**config.mk**
```make
export PLATFORM = sky130hd
export DESIGN_NAME = vend_controller
export DESIGN_NICKNAME = d
export VERILOG_FILES = /design/src/rtl/vend_controller.sv
export SDC_FILE = /design/constraint.sdc
export NUM_CORES = 1
export LEC_CHECK = 0
export CORE_UTILIZATION = 52
export CTS_BUF_LIST = sky130_fd_sc_hd__clkbuf_8
export DETAILED_ROUTE_END_ITERATION = 8
export GPL_ROUTABILITY_DRIVEN = 0
export PLACE_DENSITY_LB_ADDON = 0.15
export RECOVER_POWER = 100
export SYNTH_ARGS = -nofsm -noshare
export SYNTH_HDL_FRONTEND = slang
export SYNTH_SLANG_ARGS = --single-unit
```
**constraint.sdc**
```tcl
create_clock -name clk_i -period 6.1 [get_ports clk_i]
set_clock_uncertainty 0.15 [all_clocks]
set_input_delay 0.915 -clock clk_i [delete_from_list [all_inputs] [get_ports clk_i]]
set_output_delay 0.915 -clock clk_i [all_outputs]
set_load 0.05 [all_outputs]
```
**src/rtl/vend_controller.sv**
```systemverilog
// -----------------------------------------------------------------------------
// vend_controller
//
// Transaction sequencer of the vending datapath. It accumulates inserted coin
// value, latches the selected item price, pulses `dispense_o` for one cycle
// once the credit covers the price, then pays the remainder back as unit
// change pulses spaced CHANGE_GAP cycles apart. `balance_o` and `price_o` feed
// the 2:1 display multiplexer directly. `display_sel_o` drives that mux's
// selector: 0 shows the balance (srca), 1 shows the price (srcb).
//
// Handshake: every input strobe (coin_valid_i, sel_valid_i, cancel_i) is a
// one-cycle qualifier sampled on the rising edge. It has no ready/backpressure.
// A coin that cannot be taken is reported one cycle later on coin_reject_o.
// Selects and cancels that arrive while the machine is busy are dropped
// silently.
//
// Parameters
//   WIDTH        width of all money values, in units of the smallest coin
//   MAX_BALANCE  highest credit accepted; coins that would exceed it bounce
//   CHANGE_GAP   cycles between successive change pulses (>= 1)
//
// Ports
//   clk_i           single clock, all logic on the rising edge
//   rst_i           synchronous, active-high reset
//   coin_valid_i    coin inserted strobe (already debounced)
//   coin_value_i    value of the inserted coin, qualified by coin_valid_i
//   sel_valid_i     item selected strobe
//   sel_price_i     price of the selected item, qualified by sel_valid_i
//   cancel_i        return-whole-balance strobe
//   balance_o       current credit (registered)
//   price_o         latched item price, 0 = none (registered)
//   display_sel_o   display mux selector (registered)
//   dispense_o      one-cycle item release pulse
//   change_pulse_o  one pulse per unit of change returned
//   coin_reject_o   one-cycle pulse, previous coin returned unaccepted
//   busy_o          high while dispensing or paying out change
//   state_o         debug view of the FSM state (0 IDLE, 1 COLLECT,
//                   2 DISPENSE, 3 CHANGE)
// -----------------------------------------------------------------------------
module vend_controller #(
    parameter int               WIDTH       = 8,
    parameter logic [WIDTH-1:0] MAX_BALANCE = WIDTH'(200),
    parameter int               CHANGE_GAP  = 4
) (
    input  logic             clk_i,
    input  logic             rst_i,
    input  logic             coin_valid_i,
    input  logic [WIDTH-1:0] coin_value_i,
    input  logic             sel_valid_i,
    input  logic [WIDTH-1:0] sel_price_i,
    input  logic             cancel_i,
    output logic [WIDTH-1:0] balance_o,
    output logic [WIDTH-1:0] price_o,
    output logic             display_sel_o,
    output logic             dispense_o,
    output logic             change_pulse_o,
    output logic             coin_reject_o,
    output logic             busy_o,
    output logic [1:0]       state_o
);

    // A gap of 1 still needs a one-bit counter that simply stays at zero.
    localparam int GAP_W = (CHANGE_GAP > 1) ? $clog2(CHANGE_GAP) : 1;

    typedef enum logic [1:0] {
        S_IDLE     = 2'd0,
        S_COLLECT  = 2'd1,
        S_DISPENSE = 2'd2,
        S_CHANGE   = 2'd3
    } state_e;

    // -------------------------------------------------------------------------
    // State and registered outputs
    // -------------------------------------------------------------------------
    state_e             state_q,       state_d;
    logic [WIDTH-1:0]   balance_q,     balance_d;
    logic [WIDTH-1:0]   price_q,       price_d;
    logic [GAP_W-1:0]   gap_q,         gap_d;
    logic               display_sel_q, display_sel_d;
    logic               coin_reject_q, coin_reject_d;

    // -------------------------------------------------------------------------
    // Helper terms
    // -------------------------------------------------------------------------
    logic [WIDTH:0]     coin_sum;   // one extra bit so the limit test cannot wrap
    logic               coin_fits;
    logic               sel_ok;
    logic               covered;
    logic [WIDTH-1:0]   remainder;
    logic               gap_last;
    logic               pulse_now;

    always_comb begin
        coin_sum  = {1'b0, balance_q} + {1'b0, coin_value_i};
        coin_fits = (coin_sum <= {1'b0, MAX_BALANCE});
        sel_ok    = sel_valid_i && (sel_price_i != '0);
        // Purchase test looks only at registered balance/price, so a coin or
        // select landing this cycle cannot trigger a dispense until next cycle.
        covered   = (price_q != '0) && (balance_q >= price_q);
        remainder = balance_q - price_q;
        gap_last  = (gap_q == GAP_W'(CHANGE_GAP - 1));
        pulse_now = (state_q == S_CHANGE) && (gap_q == '0);
    end

    // -------------------------------------------------------------------------
    // Next-state logic
    // -------------------------------------------------------------------------
    always_comb begin
        state_d       = state_q;
        balance_d     = balance_q;
        price_d       = price_q;
        gap_d         = '0;         // held at zero outside CHANGE, so entry starts a pulse
        coin_reject_d = 1'b0;

        unique case (state_q)
            S_IDLE: begin
                // Cancel is meaningless here: there is no credit to return.
                if (coin_valid_i && (coin_value_i != '0)) begin
                    if (coin_fits) begin
                        balance_d = coin_sum[WIDTH-1:0];
                        state_d   = S_COLLECT;
                    end else begin
                        coin_reject_d = 1'b1;
                    end
                end
                if (sel_ok) begin
                    price_d = sel_price_i;
                    state_d = S_COLLECT;
                end
            end

            S_COLLECT: begin
                if (cancel_i) begin
                    // Cancel wins over everything else arriving with it.
                    price_d       = '0;
                    coin_reject_d = coin_valid_i;
                    state_d       = (balance_q != '0) ? S_CHANGE : S_IDLE;
                end else begin
                    if (coin_valid_i) begin
                        if (coin_fits) begin
                            balance_d = coin_sum[WIDTH-1:0];
                        end else begin
                            coin_reject_d = 1'b1;
                        end
                    end
                    if (covered) begin
                        // The price is frozen for the purchase now under way,
                        // so the DISPENSE subtraction can never underflow.
                        state_d = S_DISPENSE;
                    end else if (sel_ok) begin
                        price_d = sel_price_i;
                    end
                end
            end

            S_DISPENSE: begin
                coin_reject_d = coin_valid_i;
                balance_d     = remainder;
                price_d       = '0;
                state_d       = (remainder != '0) ? S_CHANGE : S_IDLE;
            end

            S_CHANGE: begin
                coin_reject_d = coin_valid_i;
                gap_d         = gap_last ? '0 : gap_q + GAP_W'(1);
                if (pulse_now) begin
                    balance_d = balance_q - WIDTH'(1);
                    if (balance_q == WIDTH'(1)) begin
                        state_d = S_IDLE;
                        gap_d   = '0;
                    end
                end
            end

            default: begin
                state_d = S_IDLE;
            end
        endcase

        display_sel_d = (state_d == S_COLLECT) && (price_d != '0);
    end

    // -------------------------------------------------------------------------
    // Registers
    // -------------------------------------------------------------------------
    always_ff @(posedge clk_i) begin
        if (rst_i) begin
            state_q       <= S_IDLE;
            balance_q     <= '0;
            price_q       <= '0;
            gap_q         <= '0;
            display_sel_q <= 1'b0;
            coin_reject_q <= 1'b0;
        end else begin
            state_q       <= state_d;
            balance_q     <= balance_d;
            price_q       <= price_d;
            gap_q         <= gap_d;
            display_sel_q <= display_sel_d;
            coin_reject_q <= coin_reject_d;
        end
    end

    // -------------------------------------------------------------------------
    // Outputs: pulses are pure decodes of registered state and counter
    // -------------------------------------------------------------------------
    assign balance_o      = balance_q;
    assign price_o        = price_q;
    assign display_sel_o  = display_sel_q;
    assign coin_reject_o  = coin_reject_q;
    assign dispense_o     = (state_q == S_DISPENSE);
    assign change_pulse_o = pulse_now;
    assign busy_o         = (state_q == S_DISPENSE) || (state_q == S_CHANGE);
    assign state_o        = state_q;

    // -------------------------------------------------------------------------
    // Invariants
    // -------------------------------------------------------------------------
    a_no_overlap : assert property (@(posedge clk_i) disable iff (rst_i)
        !(dispense_o && change_pulse_o));

    a_balance_cap : assert property (@(posedge clk_i) disable iff (rst_i)
        balance_q <= MAX_BALANCE);

endmodule

```
## Word level (Yosys, flattened, before mapping)

Index checks and enable logic that the tools add are counted.

- Register bits: 22
- Latch bits: 0
- RAM bits: 0
- Bits in read-only memories: 0
- Input port bits: 21
- Output and inout bits: 23
- Logic and storage cells: 68
- Memories kept: 0

- Add/subtract/negate cells: 4
- Multiply operators: 0
- Divide/modulo/power cells: 0
- Order comparisons: 2
- Eq/ne operators: 10
- Shifts and indexed selects: 0
- Multiplexer cells: 28
- Bitwise operators: 1
- Reductions and logical operators: 17

Operator list:

| kind | number |
|---|---|
| 8-bit 2-to-1 mux | 8 |
| 8-bit nonzero test | 6 |
| 8-bit one-hot mux with 4 select lines | 1 |
| 2-bit 2-to-1 mux | 12 |
| 8-bit one-hot mux with 3 select lines | 1 |
| 8-bit by 8-bit adder with 9-bit output | 1 |
| 9-bit by 8-bit <= comparator with 1-bit output, second input constant | 1 |
| 8-bit by 1-bit equality test with 1-bit output, second input constant | 1 |
| 8-bit greater-or-equal comparator | 1 |
| 2-bit inequality test, second input constant | 4 |
| 2-bit one-hot mux with 4 select lines | 1 |
| 8-bit by 1-bit subtractor with 8-bit output, second input constant | 1 |
| 8-bit subtractor | 1 |
| 2-bit equality test, second input constant | 3 |
| 1-bit logical AND | 5 |
| 2-bit by 1-bit equality test with 1-bit output, second input constant | 2 |
| 2-bit zero test | 2 |
| 1-bit 2-to-1 mux | 4 |
| 4-bit AND reduction | 1 |
| 2-bit OR reduction | 2 |
| 1-bit one-hot mux with 3 select lines | 1 |
| 2-bit by 1-bit adder with 2-bit output, second input constant | 1 |
| 1-bit logical OR | 1 |
| 1-bit NOT | 1 |

## Depth between registers and ports, before layout

Gate-level depths: netlist (run 1).

- Depth in word-level cells: 8
- Mapped depth: 10
- Gate-level depth less buffers: 10

## Least setup slack after synthesis (run 1)

No wires, ideal clock.

- Path kind: input-to-reg
- From: in coin_value_i[0]
- To: reg balance_q[1] (netlist: balance_o[1])
- Setup time: 136 ps
- Arrival: 3096 ps
- Data required time: 5814 ps
- Setup slack: 2718 ps
- Stages: 10
- Buffers on the path: 1
- Path through: ha_1 > fa_1 > a211o_1 > a2111oi_1 > a211oi_2 > o311ai_4 > a31oi_2 > buf_6 > a2111oi_0 > a211oi_1

- Longest elaborated chain between the ends: 6
- Elaborated cells on any way between the ends: 11
- Those cells by class: add/sub (1); order compare (1); eq/ne (1); mux (5); reduce/logical (3)

RTL lines:

| item | line | source |
|---|---|---|
| start, declared | 48 | `input logic [WIDTH-1:0] coin_value_i,` |
| 8-bit by 8-bit adder with 9-bit output | 94 | `coin_sum = {1'b0, balance_q} + {1'b0, coin_value_i};` |
| 9-bit by 8-bit <= comparator with 1-bit output | 95 | `coin_fits = (coin_sum <= {1'b0, MAX_BALANCE});` |
| 8-bit 2-to-1 mux | 119, 140 |  |
| 8-bit 2-to-1 mux | 139 | `if (coin_valid_i) begin` |
| 8-bit 2-to-1 mux | 133 | `if (cancel_i) begin` |
| 8-bit one-hot mux with 4 select lines | 115 | `unique case (state_q)` |
| end signal, assigned | 196 | `balance_q <= balance_d;` |
| end, declared | 76 | `logic [WIDTH-1:0] balance_q, balance_d;` |

Parallel ways exist; a longest one is shown, timed or not. The select of a mux whose other input is x is not followed.
A chain may end at the register's enable or synchronous reset.

## Worst setup path in the final report (run 1)

- From: in coin_value_i[0]
- To: reg balance_q[3] (netlist: balance_o[3])

Same word-level chain as after synthesis.

==> impl_metrics.env, run 1 <==
export IMPL_outcome="complete, no violations"
export IMPL_antenna_found_initial=0
export IMPL_placed_cells=382
export IMPL_setup_violations=0
export IMPL_post_cts_buffers=0
export IMPL_dr_first_iter_drc_count=176
export IMPL_drv_slew=0
export IMPL_critPathMaxFanout=12
export IMPL_crit_type="in2reg"
export IMPL_peakVddDrop_uv=217.3
export IMPL_power_density_nw_per_um2=490.2
export IMPL_dr_total_vias=2461
export IMPL_finalCriticalPeriod_ns=4.675
export IMPL_die_area_um2=4774
export IMPL_io_pins=44
export IMPL_coreArea_um2=4354
export IMPL_synth_area_per_cell_um2=7.882
export IMPL_clk_root_buffer_cell="clkbuf_8"
export IMPL_path_clk_slew_ns=0.09
export IMPL_slew_headroom_pct=36.53
export IMPL_synthFlopType="dfxtp_1"
export IMPL_viasPerCell=6.376
export IMPL_cts_made_buffers=3
export IMPL_grt_max_degree=26
export IMPL_grt_overflow=0
export IMPL_ctsLongestPathBuffers=2
export IMPL_synthArstFlopShare_pct=0
export IMPL_die_w_um=69.10
export IMPL_slowest_stage="a31oi_1"
export IMPL_cts_resized=0
export IMPL_route_detailed_drc=0
export IMPL_start_util_pct=53.76
export IMPL_required_ns=6.06
export IMPL_diodes=0
export IMPL_fin_setup_tns_ns=0
export IMPL_grt_pass1_vias=2375
export IMPL_fmax_mhz=213.9
export IMPL_ys_ff_latch=22
export IMPL_drive_above_1_share_pct=4.192
export IMPL_htreeDepth=1
export IMPL_ys_seq_area_share_pct=18.81
export IMPL_grt_first_pass_wirelength_mm=10.92
export IMPL_syn_nets=340
export IMPL_drtAntennaViolNets=0
export IMPL_worst_slew_pin_slew_ns=0.9476
export IMPL_fin_util_pct=64.60
export IMPL_syn2layout_area_growth_pct=20.15
export IMPL_netlist_area_um2=2341
export IMPL_dpl_hpwl_mm=5.157
export IMPL_wl_per_cell_um=17.02
export IMPL_cp_cell_sequence="dlygate4sd3_1 -> ha_1 -> fa_1 -> a211o_1 -> a211o_1 -> a211oi_1 -> o311ai_0 -> a31oi_1 -> or2_0 -> a211oi_1"
export IMPL_p_leak_nw=1.201
export IMPL_synth_distinct_cells=70
export IMPL_max_stage_delay_ns=0.85
export IMPL_cts_hold_buf=0
export IMPL_synth_edf_count=0
export IMPL_cp_arrival_ns=4.63
export IMPL_rows=24
export IMPL_cp_start_kind="input port"
export IMPL_io_buffers=43
export IMPL_die_y_um=69.10
export IMPL_synth_warnings=0
export IMPL_finalHoldViolCount=0
export IMPL_cts_tree="yes"
export IMPL_rsz0062_at_grt="no"
export IMPL_grt_usage_pct=27.70
export IMPL_synth_cells=297
export IMPL_first_pass_iters=5
export IMPL_end_kind="flop"
export IMPL_min_path_type="reg2reg"
export IMPL_insertion_delay_ns=0.26
export IMPL_cap_viol_max_count=0
export IMPL_fin_crit_sh_pct=76.63
export IMPL_layout_cells_non_filler=386
export IMPL_fin_nets=378
export IMPL_cts_sinks=22
export IMPL_drt_wl_total_mm=6.568
-- metal layers --
layer,track usage (%),part of all wire [%],wire length [um],vias to the layer above
li1,-,-,-,1210
met1,34.96,43,2793,1152
met2,49.51,51,3374,91
met3,3.070,5.3,351,8
met4,7.483,0.75,49,0
met5,0,0,0,-
-- synth_stat cells (3+ instances only) --
cell type	number	area share [%]
nor2_1	25	4.0
dfxtp_1	22	19
inv_1	22	3.5
ha_1	20	11
nand2_1	16	2.6
o21ai_0	16	3.4
a21oi_1	15	3.2
a211oi_1	9	2.9
nor2b_1	9	2.4
a22oi_1	7	2.2
clkbuf_1	7	1.1
nor3_1	7	1.5
o211ai_1	7	2.2
nor4_1	6	1.6
xnor2_1	6	2.2
a211o_1	5	1.9
a221oi_1	5	1.9
nand3_1	5	1.1
o31ai_1	5	1.6
a21o_1	4	1.3
nand2b_1	4	1.1
nand3b_1	4	1.3
nor3b_1	4	1.3
xor2_1	4	1.5
o211a_1	3	1.3
o21a_1	3	0.96
or3_1	3	0.80
-- report_power, final --
part           switching [mW]  internal, mW  total [mW]
clock network          0.0504        0.0576       0.108
registers              0.0620         0.180       0.242
logic                   0.638         0.391        1.03
total                   0.750         0.629        1.38
-- path summary, 6_finish.rpt --
check             slack (ns)  cells past startpoint      endpoint            start
hold / removal          0.39                      2      gap_q[0]         gap_q[0]
setup / recovery        1.43                     10  balance_o[3]  coin_value_i[0]
setup reg to reg        2.27                      9  balance_o[3]     balance_o[0]
hold reg to reg         0.39                      2      gap_q[0]         gap_q[0]
-- critical path, delay by kind of cell --
kind                       cells  cell delay [ns]
AOI/OAI and AO/OA              6             2.17
adders and majority gates      2             0.64
buffers and inverters          1             0.56
and+or+nand+nor                1             0.34
-- final cells by class --
type / instances / area, um^2
Clock buffer: 4 / 55.05
Fill cell: 393 / 1541
Inverter: 22 / 82.58
Multi-Input combinational cell: 242 / 1732
Sequential cell: 22 / 440.4
Tap cell: 52 / 65.06
Timing Repair Buffer: 44 / 437.9
-- metrics by stage --
| stage | hold WS [ns] | total power [mW] | worst slack, ns | area [um^2] |
|---|---|---|---|---|
| 2_1_floorplan | 0.3492 | 1.053 | 2.718 | 2341 |
| 3_3_place_gp | 0.3722 | 1.283 | 1.962 | 2786 |
| 3_5_place_dp | 0.3760 | 1.299 | 1.851 | 2786 |
| 4_1_cts | 0.3929 | 1.409 | 2.113 | 2841 |
| 5_1_grt | 0.4562 | 1.486 | 1.163 | 2813 |
| 6_report | 0.3937 | 1.379 | 1.425 | 2813 |
-- cells in the final DEF (no fill, tap or decap), drive strengths merged, types with 4 or more instances in the layout --
| cell type | netlist | layout |
|---|---|---|
| o311ai | 4 | 4 |
| clkdlybuf4s50 | 0 | 17 |
| a21o | 4 | 4 |
| nor3b | 4 | 4 |
| dfxtp | 22 | 22 |
| o21ai | 16 | 16 |
| clkbuf | 7 | 4 |
| o211ai | 7 | 7 |
| xor2 | 4 | 4 |
| xnor2 | 6 | 6 |
| a211oi | 10 | 10 |
| nor2 | 25 | 25 |
| nor3 | 7 | 7 |
| inv | 22 | 22 |
| a211o | 6 | 6 |
| nand3 | 6 | 6 |
| a221oi | 6 | 6 |
| a21oi | 15 | 15 |
| o31ai | 5 | 5 |
| dlygate4sd3 | 0 | 26 |
| a22oi | 7 | 7 |
| nor4 | 7 | 7 |
| nand2 | 17 | 17 |
| ha | 20 | 20 |
| nand3b | 4 | 4 |
| nor2b | 9 | 9 |
| nand2b | 5 | 5 |
-- cells by family after synthesis --
kind of cell / synth area share, %
AND/OR/NAND/NOR: 24.05
adder cells (fa/ha/maj): 12.40
flip-flops: 18.81
XOR/XNOR: 3.741
buffers and inverters: 5.986
AO/OA/AOI/OAI: 35.01
-- state kept, by name, summed over array words and instances (netlist names) --
| signal | count |
|---|---|
| balance_o | 8 |
| coin_reject_o | 1 |
| display_sel_o | 1 |
| price_o | 8 |
| gap_q | 2 |
| state_o | 2 |
Note: power is estimated with default switching activity, not from simulation.
==> inputs of run 2 (changes only) <==
--- a/config.mk
+++ b/config.mk
@@ -5,7 +5,7 @@
 export SDC_FILE = /design/constraint.sdc
 export NUM_CORES = 1
 export LEC_CHECK = 0
-export CORE_UTILIZATION = 52
+export CORE_UTILIZATION = 49
 export CTS_BUF_LIST = sky130_fd_sc_hd__clkbuf_8
 export DETAILED_ROUTE_END_ITERATION = 8
 export GPL_ROUTABILITY_DRIVEN = 0
==> constraint.sdc (replaced) <==
create_clock -name clk_i -period 4.25 [get_ports clk_i]
set_clock_uncertainty 0.15 [all_clocks]
set_input_delay 0.6375 -clock clk_i [delete_from_list [all_inputs] [get_ports clk_i]]
set_output_delay 0.6375 -clock clk_i [all_outputs]
set_load 0.05 [all_outputs]
==> run 2 against run 1 <==
Effect of this change: the run now ends with design-rule violations left; critical path type unchanged; register-to-register slack worse by 1.3 ns; first-iteration DRC count fell by 1.7%; hold slack worse by 0.0021 ns.
==> impl_metrics.env, run 2 (synthesized netlist as in run 1, its figures left out) <==
export IMPL_dr_first_iter_drc_count=173
export IMPL_use_met2_pct=43.59
export IMPL_first_pass_iters=6
export IMPL_cts_made_buffers=3
export IMPL_power_density_nw_per_um2=712.0
export IMPL_cp_start_kind="input port"
export IMPL_crit_top_cell="a211o_1"
export IMPL_slowest_stage="dlygate4sd3_1"
export IMPL_fin_nets=381
export IMPL_grt_use_met3_pct=3.989
export IMPL_cp_num_cells=10
export IMPL_cp_cell_sequence="dlygate4sd3_1 -> ha_1 -> fa_1 -> a211o_1 -> a211o_1 -> a211oi_2 -> o311ai_4 -> a31oi_2 -> or2_1 -> o31ai_1"
export IMPL_coreArea_um2=4474
export IMPL_finalHoldViolCount=0
export IMPL_drv_slew=0
export IMPL_min_path_type="reg2reg"
export IMPL_min_delay_path_depth=2
export IMPL_rr_worst_depth=10
export IMPL_cts_tree="yes"
export IMPL_insertion_delay_ns=0.26
export IMPL_io_pins=44
export IMPL_cp_num_buf_inv=1
export IMPL_use_met1_pct=39.48
export IMPL_fin_util_pct=63.93
export IMPL_grt_usage_pct=27.43
export IMPL_cts_resized=0
export IMPL_max_stage_delay_ns=0.57
export IMPL_path_clk_slew_ns=0.08
export IMPL_cap_viol_max_count=0
export IMPL_cts_hold_buf=0
export IMPL_clk_root_buffer_cell="clkbuf_8"
export IMPL_rows=24
export IMPL_die_y_um=71.12
export IMPL_finalCriticalPeriod_ns=3.861
export IMPL_io_buffers=43
export IMPL_ctsLongestPathBuffers=2
export IMPL_post_dp_cell_area_um2=2809
export IMPL_diodes=0
export IMPL_wl_per_cell_um=17.15
export IMPL_dr_total_vias=2485
export IMPL_post_cts_buffers=0
export IMPL_dpl_hpwl_mm=5.221
export IMPL_grt_pass1_vias=2273
export IMPL_final_cell_mix="25 x nor2_1, 24 x dlygate4sd3_1, 22 x inv_1, 22 x dfxtp_1, 20 x ha_1"
export IMPL_viasPerCell=6.388
export IMPL_setup_violations=0
export IMPL_rsz0062_at_grt="no"
export IMPL_failed_checks="design-rule violations"
export IMPL_p_leak_nw=1.221
export IMPL_drtAntennaViolNets=0
export IMPL_power_total_mw=2.036
export IMPL_fin_setup_tns_ns=0
export IMPL_final_common_cell="nor2_1"
export IMPL_drive_above_1_share_pct=5.638
export IMPL_slew_headroom_pct=50.43
export IMPL_htreeDepth=1
export IMPL_route_detailed_drc=2
export IMPL_fin_area_um2=2860
export IMPL_drt_wl_total_mm=6.670
export IMPL_grt_first_pass_wirelength_mm=11.03
export IMPL_path_delay_family="compound AO/OA/AOI/OAI gates"
export IMPL_grt_most_used_layer="met2"
export IMPL_crit_type="in2reg"
export IMPL_required_ns=4.24
export IMPL_fmax_mhz=259.0
export IMPL_antenna_found_initial=0
export IMPL_worst_slew_pin_slew_ns=0.7391
export IMPL_end_kind="flop"
export IMPL_peakVddDrop_uv=437.2
export IMPL_critPathMaxFanout=12
export IMPL_die_area_um2=5058
export IMPL_grt_overflow=0
export IMPL_fin_crit_sh_pct=90.86
export IMPL_die_w_um=71.12
export IMPL_outcome="finished with violations"
export IMPL_start_util_pct=52.32
export IMPL_grt_max_degree=26
export IMPL_syn2layout_area_growth_pct=22.18
export IMPL_cts_sinks=22
export IMPL_cp_arrival_ns=3.85
## run 2: worst register-to-register path: cells and delay by family (launching register included)
kind | cells | cell delay, ns
and+or+nand+nor | 2 | 0.81
DFF | 1 | 0.42
AOI/OAI and AO/OA | 5 | 0.99
adders and majority gates | 2 | 0.68
buffers and inverters | 1 | 0.15
## run 2: metrics by stage
stage | hold WS, ns | instances | setup WS, ns
finish | 0.3916 | 389 | 0.3887
floorplan | 0.3492 | 297 | 0.9670
CTS | 0.3928 | 389 | 0.5621
global placement | 0.3748 | 385 | 0.3946
global route | 0.4400 | 389 | 0.2205
detailed placement | 0.3722 | 385 | 0.2923
## run 2: path summary, 6_finish.rpt
| kind | start | to | slack (ns) |
|---|---|---|---|
| hold reg to reg | gap_q[0] | gap_q[0] | 0.39 |
| setup reg to reg | balance_o[0] | display_sel_o | 0.94 |
| hold / removal | gap_q[0] | gap_q[0] | 0.39 |
| setup / recovery | coin_value_i[0] | balance_o[7] | 0.39 |
## run 2: layer usage
layer	vias up	share of wire [%]
met5	-	0
met4	0	0.52
met3	4	7.6
met2	97	46
met1	1162	46
li1	1222	-
## run 2: area by class of cell
cell class / instances / area (um^2)
Inverter: 22 / 82.58
Timing Repair Buffer: 47 / 460.4
Tap cell: 52 / 65.06
Fill cell: 399 / 1614
Clock buffer: 4 / 55.05
Multi-Input combinational cell: 242 / 1757
Sequential cell: 22 / 440.4
## run 2: power by group
part           switching (mW)  internal [mW]
Combinational           0.950          0.584
Clock                  0.0715         0.0827
Sequential             0.0896          0.258
==> inputs of run 3 (changes only) <==
--- a/config.mk
+++ b/config.mk
@@ -9,8 +9,10 @@
 export CTS_BUF_LIST = sky130_fd_sc_hd__clkbuf_8
 export DETAILED_ROUTE_END_ITERATION = 8
 export GPL_ROUTABILITY_DRIVEN = 0
-export PLACE_DENSITY_LB_ADDON = 0.15
+export MAX_ROUTING_LAYER = met4
+export PLACE_DENSITY = 0.82
 export RECOVER_POWER = 100
+export SKIP_LAST_GASP = 1
 export SYNTH_ARGS = -nofsm -noshare
 export SYNTH_HDL_FRONTEND = slang
 export SYNTH_SLANG_ARGS = --single-unit
==> run 3 against run 2 <==
Effect of this change: the run still ends with design-rule violations left; register-to-register slack got worse by 0.12 ns; sequential cell count did not move; design area fell by 0.39%; global-route usage fell by 0.21 points; total power rose by 1.3%; sequential share of layout area rose by 0.061 points; core utilization fell by 0.25 points; critical endpoint is now balance_o[1].
==> impl_metrics.env, run 3 (synthesized netlist as in run 1, its figures left out) <==
export IMPL_cp_endpoint="balance_o[1]"
export IMPL_p_int_mw=0.9507
export IMPL_grt_first_pass_wirelength_mm=10.66
export IMPL_p_comb_share_pct=71.8
export IMPL_grt_max_degree=26
export IMPL_insertion_delay_ns=0.28
export IMPL_critPathLaunch="coin_value_i[0]"
export IMPL_cts_resized=0
export IMPL_coreArea_um2=4474
export IMPL_die_w_um=71.12
export IMPL_io_buffers=43
export IMPL_drv_slew=0
export IMPL_dpl_hpwl_mm=5.149
export IMPL_required_ns=4.30
export IMPL_fin_crit_sh_pct=90.78
export IMPL_drtAntennaViolNets=0
export IMPL_rsz0062_at_grt="no"
export IMPL_clk_root_buffer_cell="clkbuf_8"
export IMPL_rows=24
export IMPL_cp_arrival_ns=3.90
export IMPL_io_pins=44
export IMPL_cts_hold_buf=0
export IMPL_rr_worst_depth=9
export IMPL_finalHoldViolCount=0
export IMPL_finalCriticalPeriod_ns=3.858
export IMPL_r2r_end="balance_o[1]"
export IMPL_fin_nets=378
export IMPL_antenna_found_initial=0
export IMPL_power_frac_clock_pct=10.0
export IMPL_slew_headroom_pct=40.92
export IMPL_setup_ws_ns=0.3920
export IMPL_dr_wl_met3_um=460
export IMPL_met1Wirelength_mm=3.122
export IMPL_r2r_setup_slack_ns=0.82
export IMPL_outcome="finished with violations"
export IMPL_failed_checks="design-rule violations"
export IMPL_grt_usage_pct=27.22
export IMPL_worstHoldStart="gap_q[0]"
export IMPL_die_area_um2=5058
export IMPL_critPathMaxFanout=12
export IMPL_path_clk_slew_ns=0.09
export IMPL_layout_cells_non_filler=386
export IMPL_final_common_cell="nor2_1"
export IMPL_ctsLongestPathBuffers=2
export IMPL_fmax_mhz=259.2
export IMPL_cts_sinks=22
export IMPL_cts_made_buffers=3
export IMPL_power_density_nw_per_um2=724.1
export IMPL_grt_pass1_vias=2196
export IMPL_post_cts_buffers=0
export IMPL_end_kind="flop"
export IMPL_p_seq_share_pct=18.2
export IMPL_viasPerCell=6.474
export IMPL_crit_type="in2reg"
export IMPL_route_detailed_drc=3
export IMPL_p_leak_nw=1.212
export IMPL_swShare_pct=53.92
export IMPL_placed_cells=382
export IMPL_pre_cts_ws_ns=0.3266
export IMPL_drt_wl_total_mm=6.677
export IMPL_setup_violations=0
export IMPL_peakVddDrop_uv=461.8
export IMPL_min_path_type="reg2reg"
export IMPL_worst_slew_pin_slew_ns=0.8861
export IMPL_fin_util_pct=63.67
export IMPL_cts_tree="yes"
export IMPL_top_layer="met4"
export IMPL_drive_above_1_share_pct=4.491
export IMPL_die_y_um=71.12
export IMPL_final_cell_mix="25 x nor2_1, 23 x dlygate4sd3_1, 22 x inv_1, 22 x dfxtp_1"
export IMPL_syn2layout_area_growth_pct=21.70
export IMPL_fin_setup_tns_ns=0
export IMPL_wl_per_cell_um=17.30
export IMPL_r2r_start="balance_o[0]"
export IMPL_met2_wirelength_mm=3.009
export IMPL_dr_first_iter_drc_count=247
export IMPL_first_pass_iters=7
export IMPL_htreeDepth=1
export IMPL_dr_total_vias=2499
export IMPL_cp_start_kind="input port"
export IMPL_switchingPower_mw=1.112
export IMPL_start_util_pct=52.32
export IMPL_diodes=0
export IMPL_cap_viol_max_count=0
export IMPL_grt_overflow=0
-- run 3: cell count changes in the layout (fill, tap and decap cells not counted) --
cell,before,now
clkbuf_8,4,3
dlygate4sd3_1,24,23
clkdlybuf4s50_1,19,20
a211oi_1,9,10
a211oi_2,1,0
bufinv_16,0,1
buf_4,4,1
-- run 3: how the worst min path moves through the flow --
stage	endpoint	slack, ns	depth (start not counted)
floorplan	gap_q[0]	0.35	2
finish	gap_q[0]	0.39	2
detailed placement	gap_q[0]	0.38	2
global route	gap_q[0]	0.43	2
CTS	gap_q[0]	0.39	2
global placement	gap_q[0]	0.37	2
-- run 3: metrics by stage --
stage          hold slack (ns)  instance area (um^2)  total power, mW
6_report                0.3886                  2849            2.063
5_1_grt                 0.4291                  2849            2.205
4_1_cts                 0.3938                  2858            2.064
3_5_place_dp            0.3837                  2786            1.856
3_3_place_gp            0.3728                  2786            1.827
2_1_floorplan           0.3492                  2341            1.512
-- run 3: layer usage --
metal | track usage, % | up-vias
li1 | - | 1216
met1 | 38.24 | 1173
met2 | 41.56 | 98
met3 | 3.704 | 12
met4 | 6.000 | 0
met5 | - | -
-- run 3: area by class of cell --
cell class / instances / area [um^2]
fillers: 410 / 1625
clock buffers: 3 / 41.29
flip-flops and latches: 22 / 440.4
well taps: 52 / 65.06
multi-input cells: 242 / 1752
inverters: 22 / 82.58
repair buffers: 44 / 437.9
clock inverters: 1 / 30.03
-- run 3: worst max-delay path: stages --
cell	delay, ns
clkdlybuf4s50_1	0.43
ha_1	0.25
fa_1	0.40
a211o_1	0.32
a211o_1	0.29
a211oi_1	0.42
o311ai_4	0.20
a31oi_2	0.53
a2111oi_0	0.16
a211oi_1	0.26
-- run 3: power groups by stage --
stage / Sequential (mW) / Clock (mW) / Combinational [mW]
floorplan: 0.486 / 0 / 1.03
global placement: 0.379 / 0 / 1.45
detailed placement: 0.380 / 0 / 1.48
CTS: 0.376 / 0.204 / 1.48
global route: 0.388 / 0.214 / 1.60
finish: 0.376 / 0.206 / 1.48
